--- src/rtl/register_dispatch_if.sv ---
// rtl/register_dispatch_if.sv - producer/consumer bus of the register dispatcher
// in_broadcast exists only when REGISTER_DISPATCH_BROADCAST_EN is defined.
interface register_dispatch_if #(
  parameter int unsigned N = 8
);
  logic         in_valid;
  logic         in_ready;
  logic [N-1:0] in_data;
  logic [1:0]   in_select;
`ifdef REGISTER_DISPATCH_BROADCAST_EN
  logic         in_broadcast;
`endif
  logic [3:0]   out_valid;
  logic [3:0]   out_ready;
  logic [N-1:0] out_data;
  logic [1:0]   level;

  modport slave (
    input  in_valid, in_data, in_select,
`ifdef REGISTER_DISPATCH_BROADCAST_EN
    input  in_broadcast,
`endif
    input  out_ready,
    output in_ready, out_valid, out_data, level
  );

  modport master (
    output in_valid, in_data, in_select,
`ifdef REGISTER_DISPATCH_BROADCAST_EN
    output in_broadcast,
`endif
    output out_ready,
    input  in_ready, out_valid, out_data, level
  );
endinterface

--- src/rtl/register_dispatch.sv ---
// rtl/register_dispatch.sv - 2-entry FIFO scattering words to one of four consumer channels
// REGISTER_DISPATCH_BROADCAST_EN adds broadcast entries delivered to all four channels.
module register_dispatch #(
  parameter int unsigned N = 8
) (
  input  logic                 clk_i,
  input  logic                 rst_ni,
  register_dispatch_if.slave   bus
);

  logic [N-1:0] data_q [2];
  logic [1:0]   sel_q  [2];
  logic         wr_q, rd_q;
  logic [1:0]   count_q, count_d;
  logic         in_ready_q;
  logic [N-1:0] last_q;
  logic [3:0]   out_valid;
  logic         push, pop;
`ifdef REGISTER_DISPATCH_BROADCAST_EN
  logic         bc_q [2];
  logic [3:0]   done_q, done_d;
`endif

  always_comb begin
    out_valid = '0;
    pop       = 1'b0;
`ifdef REGISTER_DISPATCH_BROADCAST_EN
    done_d    = done_q;
`endif
    if (count_q != 2'd0) begin
`ifdef REGISTER_DISPATCH_BROADCAST_EN
      // A broadcast head pops once earlier and current acceptances cover all channels.
      if (bc_q[rd_q]) begin
        out_valid = ~done_q;
        pop       = &(done_q | (out_valid & bus.out_ready));
        done_d    = pop ? 4'b0000 : (done_q | (out_valid & bus.out_ready));
      end else
`endif
      begin
        out_valid = 4'b0001 << sel_q[rd_q];
        pop       = |(out_valid & bus.out_ready);
      end
    end
  end

  // in_ready is registered, so out_ready never reaches it combinationally.
  assign push    = bus.in_valid && in_ready_q;
  assign count_d = count_q + 2'(push) - 2'(pop);

  always_ff @(posedge clk_i or negedge rst_ni) begin
    if (!rst_ni) begin
      for (int i = 0; i < 2; i++) begin
        data_q[i] <= '0;
        sel_q[i]  <= '0;
`ifdef REGISTER_DISPATCH_BROADCAST_EN
        bc_q[i]   <= 1'b0;
`endif
      end
      wr_q       <= 1'b0;
      rd_q       <= 1'b0;
      count_q    <= 2'd0;
      in_ready_q <= 1'b0;
      last_q     <= '0;
`ifdef REGISTER_DISPATCH_BROADCAST_EN
      done_q     <= 4'b0000;
`endif
    end else begin
      if (push) begin
        data_q[wr_q] <= bus.in_data;
        sel_q[wr_q]  <= bus.in_select;
`ifdef REGISTER_DISPATCH_BROADCAST_EN
        bc_q[wr_q]   <= bus.in_broadcast;
`endif
        wr_q         <= ~wr_q;
      end
      if (pop) begin
        rd_q <= ~rd_q;
      end
      count_q    <= count_d;
      in_ready_q <= (count_d != 2'd2);
      // Tracks the head so an emptied FIFO keeps showing the last delivered word.
      if (count_q != 2'd0) begin
        last_q <= data_q[rd_q];
      end
`ifdef REGISTER_DISPATCH_BROADCAST_EN
      done_q <= done_d;
`endif
    end
  end

  assign bus.in_ready  = in_ready_q;
  assign bus.out_valid = out_valid;
  assign bus.out_data  = (count_q != 2'd0) ? data_q[rd_q] : last_q;
  assign bus.level     = count_q;

endmodule
--- src/flat_wrapper.sv ---
// flat-port wrapper written by rule: the top's interface ports become plain ports
module register_dispatch_flat 
#(
  parameter int unsigned N = 8
)
  (clk_i, rst_ni, bus_in_valid, bus_in_data, bus_in_select, bus_out_ready, bus_in_ready, bus_out_valid, bus_out_data, bus_level);
  register_dispatch_if #(.N(N)) bus_i ();
  input  logic clk_i;
  input  logic rst_ni;
  input wire logic [$bits(bus_i.in_valid)-1:0] bus_in_valid;
  input wire logic [$bits(bus_i.in_data)-1:0] bus_in_data;
  input wire logic [$bits(bus_i.in_select)-1:0] bus_in_select;
  input wire logic [$bits(bus_i.out_ready)-1:0] bus_out_ready;
  output wire logic [$bits(bus_i.in_ready)-1:0] bus_in_ready;
  output wire logic [$bits(bus_i.out_valid)-1:0] bus_out_valid;
  output wire logic [$bits(bus_i.out_data)-1:0] bus_out_data;
  output wire logic [$bits(bus_i.level)-1:0] bus_level;
  assign bus_i.in_valid = bus_in_valid;
  assign bus_i.in_data = bus_in_data;
  assign bus_i.in_select = bus_in_select;
  assign bus_i.out_ready = bus_out_ready;
  assign bus_in_ready = bus_i.in_ready;
  assign bus_out_valid = bus_i.out_valid;
  assign bus_out_data = bus_i.out_data;
  assign bus_level = bus_i.level;
  register_dispatch #(.N(N)) u_core (.clk_i(clk_i), .rst_ni(rst_ni), .bus(bus_i));
endmodule
--- config.mk ---
export PLATFORM = sky130hd
export DESIGN_NAME = register_dispatch_flat
export DESIGN_NICKNAME = d
export VERILOG_FILES = /design/src/rtl/register_dispatch_if.sv /design/src/rtl/register_dispatch.sv /design/src/flat_wrapper.sv
export SDC_FILE = /design/constraint.sdc
export NUM_CORES = 1
export LEC_CHECK = 0
export CAP_MARGIN = 20
export CELL_PAD_IN_SITES_DETAIL_PLACEMENT = 0
export CELL_PAD_IN_SITES_GLOBAL_PLACEMENT = 1
export CORE_UTILIZATION = 39
export CTS_CLUSTER_DIAMETER = 120
export DETAILED_ROUTE_END_ITERATION = 12
export PLACE_DENSITY = 0.83
export SLEW_MARGIN = 20
export SYNTH_ARGS = -nofsm -noshare
export SYNTH_HDL_FRONTEND = slang
export SYNTH_SLANG_ARGS = --single-unit
--- constraint.sdc ---
create_clock -name clk_i -period 3.1 [get_ports clk_i]
set_clock_uncertainty 0.05 [all_clocks]
set_input_delay 0.465 -clock clk_i [delete_from_list [all_inputs] [get_ports clk_i]]
set_output_delay 0.465 -clock clk_i [all_outputs]
set_load 0.005 [all_outputs]
==> metrics.yaml, run 1 <==
cells_and_area:
  finish.utilization: 0.555
  sequential_cell_area_um2: 826
  multi_input_comb_area_um2: 564
  post_route_cells_drive_above_1_share: 0.219
  filler_cell_count: 310
  insertedDiodeCount: 0
  p_r_area_growth_vs_syn_pct: 32.3
  final_common_cell: "dfrtp_1"
  layout_common_cells: "33 x dfrtp_1, 31 x clkdlybuf4s50_1, 20 x mux2_2, 10 x o21ai_0, 9 x nand2_1"
  final_net_count: 169
power:
  leakage_uw: 0.000824
  pwr-share-clk: 0.181
  switching_power_uw: 688
  vdd_drop_max_uv: 481
  netSwitchingFraction: 0.310
  sequential_power_share: 0.365
  internal_power_uw: 1530
  comb_power_share: 0.454
  power_per_cell_area_mw_per_mm2: 1160
critical_path:
  critPathBufInv: 2
  path_cells: "buf_4 -> mux2i_1 -> o21ai_0 -> clkdlybuf4s50_1"
  critical_path.max_fanout: 12
  timing.critical_path.from_type: "flop"
  slowest_stage: "dfrtp_1"
  cpLargestDelayFamily: "buffers and inverters"
  timing.setup.critical_path_class: "flop to output port"
  worst_setup_path_end_kind: "output port"
  worst_ep_arrival_time_ns: 2.08
  crit_path_max_incr_delay_ns: 0.60
  cp_data_required_time_ns: 2.58
cts:
  root_cell_of_the_clock_tree: "clkbuf_8"
  numCtsBuffers: 5
  post-cts-setup-buffers: 0
  h-tree-depth: 2
  clkTransAtPathRegs_ns: 0.06
  clock_tree_from_tritoncts: "done"
  ctsResizeCount: 0
  sinks_on_the_clock_net: 33
  cts_hold_buf: 0
  clock_insertion_delay_worst_skew_ns: 0.28
  number_of_buffers_between_clock_root_and_the_deepest_sink: 2
placement:
  dpl.hpwl_um: 1750
  dpl_worst_slack_ns: 0.659
  port_buffers: 31
  gp_congestion: 0.811
global_route:
  grt_max_degree: 34
  number_of_antenna_violations_at_the_first_check_in_global_routing: 0
  global_route.usage.total: 0.152
  grt_overflow_total: 0
  number_of_global_route_vias_before_repair: 987
  grt_first_pass_wirelength_um: 4540
drt:
  num_vias: 954
  initialDrtViolationCount: 28
  antenna_left: 0
  drt-total-wl_um: 2550
  wl_per_cell_um: 12.9
  drtPass1Iterations: 4
  remaining_drc_errors: 0
  vias_per_cell: 4.84
synthesis:
  netlist.area_leader.share: 0.571
  synth_warnings: 0
  netlist_instances: 115
  post_synth_main_area_contributors: "dfrtp_1 57%, mux2_2 16%, mux2i_1 5.5%"
  ys_types: 25
  synth_top_area_cell: "dfrtp_1"
  synth_seq_area_share: 0.571
  syn_avg_cell_area_um2: 12.6
  synth.ff_latch_count: 33
  synth.net_count: 134
  mappedNetlistArea_mm2: 0.00145
timing:
  timing.setup.tns_ns: 0
  max_freq_ghz: 0.386
  grt_setup_unrepaired: "no"
  slew_headroom: 0.644
  setup-violations-final: 0
  final.min_clock_period_ns: 2.59
  hold_viol: 0
  worst_slew_pin_slew_ns: 0.534
  timing.final.max_slew_violations: 0
  final_worst_slack_ns: 0.509
  worst_hold_slack_ns: 0.444
  timing.final.crit_share: 0.836
floorplanning:
  row_count: 21
  dieWidth_um: 62.9
  coreArea_mm2: 0.00344
  die_h_um: 62.9
  die-area_mm2: 0.00395
  start_util: 0.420
  boundaryPins: 32
flow_run:
  drv_cap: 0
status:
  outcome: "complete, no violations"
worst_hold_path:
  class_of_the_tightest_hold_or_removal_check: "flop to flop"
## per-layer routing
| layer | vias up | wire length, um | share of wire | GRT usage |
|---|---|---|---|---|
| met4 | 0 | 53 | 0.021 | 0.0785 |
| li1 | 466 | - | - | - |
| met3 | 8 | 139 | 0.055 | 0.0438 |
| met5 | - | 0 | 0 | 0 |
| met2 | 33 | 1230 | 0.48 | 0.249 |
| met1 | 447 | 1130 | 0.44 | 0.179 |
## power by group through the flow
stage | Sequential (uW) | Combinational, uW | Clock [uW]
after global routing | 843 | 1120 | 438
after global placement | 802 | 999 | 0
final | 811 | 1010 | 402
after CTS | 812 | 1030 | 414
after floorplan | 764 | 635 | 0
after detailed placement | 818 | 1020 | 0
## metrics by stage
step	power (uW)	cell area, um2	cells
after global routing	2400	1910	197
after detailed placement	1830	1800	189
final	2220	1910	197
after CTS	2250	1910	197
after global placement	1800	1800	189
after floorplan	1400	1450	115
## layout make-up
cell class	instances	area share
Sequential cell	33	0.432
Clock inverter	1	0.0157
Clock buffer	7	0.0452
Timing Repair Buffer	34	0.174
Multi-Input combinational cell	72	0.295
Tap cell	46	0.0301
Inverter	4	0.00785
## kinds of logic (layout without fill, tap and decap cells)
group | count (synthesis) | count (layout) | synth area share
buffers and inverters | 10 | 46 | 0.0381
AOI/OAI and AO/OA | 16 | 16 | 0.0693
adders and majority gates | 2 | 2 | 0.0173
xor gates and xnor gates | 4 | 4 | 0.0242
DFF | 33 | 33 | 0.571
muxes | 28 | 28 | 0.211
and+or+nand+nor | 22 | 22 | 0.0684
## worst paths after layout
| check | slack, ns | to | cells after the start | startpoint |
|---|---|---|---|---|
| min reg2reg | 0.44 | u_core.last_q[5]$_DFF_PN0_ | 2 | u_core.last_q[5]$_DFF_PN0_ |
| max | 0.51 | bus_out_data[7] | 4 | u_core.rd_q$_DFFE_PN0P_ |
| max reg2reg | 0.65 | u_core.bus.in_ready$_DFF_PN0_ | 10 | u_core.bus.level[1]$_DFF_PN0_ |
| max in group asynchronous | 2.18 | u_core.bus.level[0]$_DFF_PN0_ | 2 | rst_ni |
| min | 0.44 | u_core.last_q[5]$_DFF_PN0_ | 2 | u_core.last_q[5]$_DFF_PN0_ |
| min in group asynchronous | 0.53 | u_core.last_q[1]$_DFF_PN0_ | 2 | rst_ni |
## Yosys cell counts
| library cell | n |
|---|---|
| nor2_1 | 6 |
| a221o_2 | 1 |
| o32a_1 | 1 |
| inv_1 | 4 |
| buf_6 | 2 |
| clkbuf_1 | 2 |
| a32oi_1 | 1 |
| xnor2_1 | 2 |
| xor2_1 | 2 |
| nand2_2 | 1 |
| o22ai_1 | 1 |
| dfrtp_1 | 33 |
| a21oi_1 | 1 |
| nand2b_1 | 2 |
| mux2_2 | 20 |
| nand3_1 | 1 |
| a21oi_2 | 1 |
| nand3b_1 | 1 |
| mux2i_1 | 8 |
| nor3_1 | 1 |
| buf_2 | 2 |
| o21ai_0 | 10 |
| and2_1 | 1 |
| ha_1 | 2 |
| nand2_1 | 9 |
## worst register-to-register path, cell delays in order (launching register included)
cell and delay (ns):
dfrtp_1 0.42, nor2_1 0.23, buf_4 0.26, a21oi_1 0.09, a221o_2 0.38, ha_1 0.29, inv_1 0.04, ha_1 0.18
xnor2_1 0.17, xnor2_1 0.15, nand2b_1 0.07
## registers in the layout, summed over array words and instances, names as in the netlist
signal / count
u_core.data_q: 16
u_core.last_q: 8
u_core.sel_q: 4
u_core.bus.level: 2
u_core.bus.in_ready: 1
u_core.rd_q: 1
u_core.wr_q: 1
Power figures use the tool's default switching activity.
==> inputs of run 2 (changes only) <==
==> constraint.sdc (replaced) <==
create_clock -name clk_i -period 2.5 [get_ports clk_i]
set_clock_uncertainty 0.05 [all_clocks]
set_input_delay 0.375 -clock clk_i [delete_from_list [all_inputs] [get_ports clk_i]]
set_output_delay 0.375 -clock clk_i [all_outputs]
set_load 0.005 [all_outputs]
==> metrics.yaml, run 2 (synthesis results as in run 1) <==
status:
  outcome: "complete, no violations"  # unchanged
timing:
  timing.setup.tns_ns: 0  # unchanged
  slew_headroom: 0.645  # was 0.644
  final.min_clock_period_ns: 2.34
  max_freq_ghz: 0.427
  hold_viol: 0  # unchanged
  grt_setup_unrepaired: "no"  # unchanged
  timing.final.crit_share: 0.936
  worst_slew_pin_slew_ns: 0.533  # was 0.534 ns
  timing.final.max_slew_violations: 0  # unchanged
  setup-violations-final: 0  # unchanged
cells_and_area:
  final-instance-count-excl-fill: 198  # was 197
  insertedDiodeCount: 0  # unchanged
  layout_common_cells: "33 x dfrtp_1, 31 x clkdlybuf4s50_1, 20 x mux2_2, 10 x o21ai_0, 9 x nand2_1"  # unchanged
  post_route_cells_drive_above_1_share: 0.237  # was 0.219
  number_of_flip_flops_in_the_largest_register: 16  # unchanged
  register_bank_with_the_most_flops: "u_core.data_q"  # unchanged
  sequential_cell_area_um2: 826  # unchanged
  finish.utilization: 0.563  # was 0.555
  final_common_cell: "dfrtp_1"  # unchanged
  layout_top_registers: "u_core.data_q (16), u_core.last_q (8), u_core.sel_q (4)"  # unchanged
  final_net_count: 170  # was 169
  filler_cell_count: 309  # was 310
  multi_input_comb_area_um2: 567  # was 564 um2
  p_r_area_growth_vs_syn_pct: 34.2  # was 32.3%
global_route:
  global_route.usage.total: 0.152  # about the same
  grt_max_degree: 34  # unchanged
  grt_first_pass_wirelength_um: 4450  # was 4540 um
  grt_overflow_total: 0  # unchanged
  number_of_antenna_violations_at_the_first_check_in_global_routing: 0  # unchanged
  number_of_global_route_vias_before_repair: 982  # was 987
drt:
  remaining_drc_errors: 0  # unchanged
  wl_per_cell_um: 13.2  # was 12.9 um
  vias_per_cell: 4.87  # was 4.84
  drtPass1Iterations: 4  # unchanged
  initialDrtViolationCount: 26  # was 28
  drt-total-wl_um: 2620  # was 2550 um
  antenna_left: 0  # unchanged
  num_vias: 965  # was 954
critical_path:
  timing.critical_path.from_type: "flop"  # unchanged
  cp_data_required_time_ns: 2.08  # was 2.58 ns
  cpLargestDelayFamily: "buffers and inverters"  # unchanged
  timing.rr.end: "u_core.bus.in_ready$_DFF_PN0_"  # unchanged
  worst_ep_arrival_time_ns: 1.92  # was 2.08 ns
  worst_setup_path_end_kind: "output port"  # unchanged
  worst_r2r_path_depth: 10  # unchanged
  crit_path_max_incr_delay_ns: 0.56  # was 0.60 ns
  path_cells: "buf_4 -> mux2i_1 -> o21ai_0 -> clkdlybuf4s50_1"  # unchanged
  slowest_stage: "clkdlybuf4s50_1"  # was dfrtp_1
  reg2reg_setup_slack_ns: 0.18  # was 0.65 ns
  critPathBufInv: 2  # unchanged
  critical_path.max_fanout: 10  # was 12
  regToRegStartpoint: "u_core.rd_q$_DFFE_PN0P_"  # was u_core.bus.level[1]$_DFF_PN0_
  timing.critical_path.from: "u_core.rd_q$_DFFE_PN0P_"  # unchanged
  timing.setup.critical_path_class: "flop to output port"  # unchanged
cts:
  number_of_buffers_between_clock_root_and_the_deepest_sink: 2  # unchanged
  post-cts-setup-buffers: 0  # unchanged
  h-tree-depth: 2  # unchanged
  root_cell_of_the_clock_tree: "clkbuf_8"  # unchanged
  ctsResizeCount: 0  # unchanged
  cts_hold_buf: 0  # unchanged
  clock_tree_from_tritoncts: "done"  # unchanged
  clkTransAtPathRegs_ns: 0.06  # about the same
  clock_insertion_delay_worst_skew_ns: 0.28  # about the same
  sinks_on_the_clock_net: 33  # unchanged
  numCtsBuffers: 5  # unchanged
placement:
  gp_congestion: 0.833  # was 0.811
  dpl.hpwl_um: 1840  # was 1750 um
  port_buffers: 31  # unchanged
  dp.cells: 190  # was 189
floorplanning:
  coreArea_mm2: 0.00344  # unchanged
  die-area_mm2: 0.00395  # unchanged
  boundaryPins: 32  # unchanged
  start_util: 0.420  # unchanged
  dieWidth_um: 62.9  # unchanged
  die_h_um: 62.9  # unchanged
  row_count: 21  # unchanged
power:
  vdd_drop_max_uv: 624  # was 481 uV
  power_per_cell_area_mw_per_mm2: 1470  # was 1160 mW/mm2
  leakage_uw: 0.000838  # was 0.000824 uW
  fin_total_pwr_uw: 2850  # was 2220 uW
worst_hold_path:
  class_of_the_tightest_hold_or_removal_check: "input port to asynchronous set/reset pin"  # was flop to flop
flow_run:
  drv_cap: 0  # unchanged
-- run 2: changes by cell type in the layout (fill, tap and decap cells not counted), sizes merged --
cell    delta
bufinv     +1
buf        +1
clkinv     +1
clkbuf     -2
-- run 2: per-stage QoR --
stage               hold slack, ns  area (um2)  setup WS (ns)
finish                       0.441        1940          0.159
global placement             0.424        1800          0.208
floorplan                   0.0294        1450          0.357
CTS                          0.447        1940         0.0546
global route                 0.473        1940         0.0264
detailed placement           0.433        1800          0.112
-- run 2: how the worst max path moves through the flow --
stage               depth (start not counted)  slack (ns)                            end
floorplan                                  10        0.36  u_core.bus.in_ready$_DFF_PN0_
global placement                           10        0.21  u_core.bus.in_ready$_DFF_PN0_
detailed placement                         10        0.11  u_core.bus.in_ready$_DFF_PN0_
CTS                                         5        0.05                bus_out_data[7]
global route                                5        0.03                bus_out_data[3]
finish                                      4        0.16                bus_out_data[3]
-- run 2: layout make-up --
| cell class | count | area share |
|---|---|---|
| Inverter | 4 | 0.00774 |
| Tap cell | 46 | 0.0297 |
| Clock inverter | 3 | 0.0335 |
| Sequential cell | 33 | 0.426 |
| Timing Repair Buffer | 35 | 0.175 |
| Multi-Input combinational cell | 72 | 0.292 |
| Clock buffer | 5 | 0.0355 |
-- run 2: metal layers --
layer	wire length [um]	part of all wire	vias up	GRT usage
li1	-	-	467	-
met2	1290	0.49	36	0.238
met4	29	0.011	0	0.0523
met1	1170	0.45	458	0.192
met5	0	0	-	0
met3	132	0.050	4	0.0547
-- run 2: report_power, final --
group	internal (uW)	total [uW]	switching, uW	leakage [uW]
sequential	821	999	178	0.000389
clock	396	579	183	0.0000681
combinational	764	1270	509	0.000381
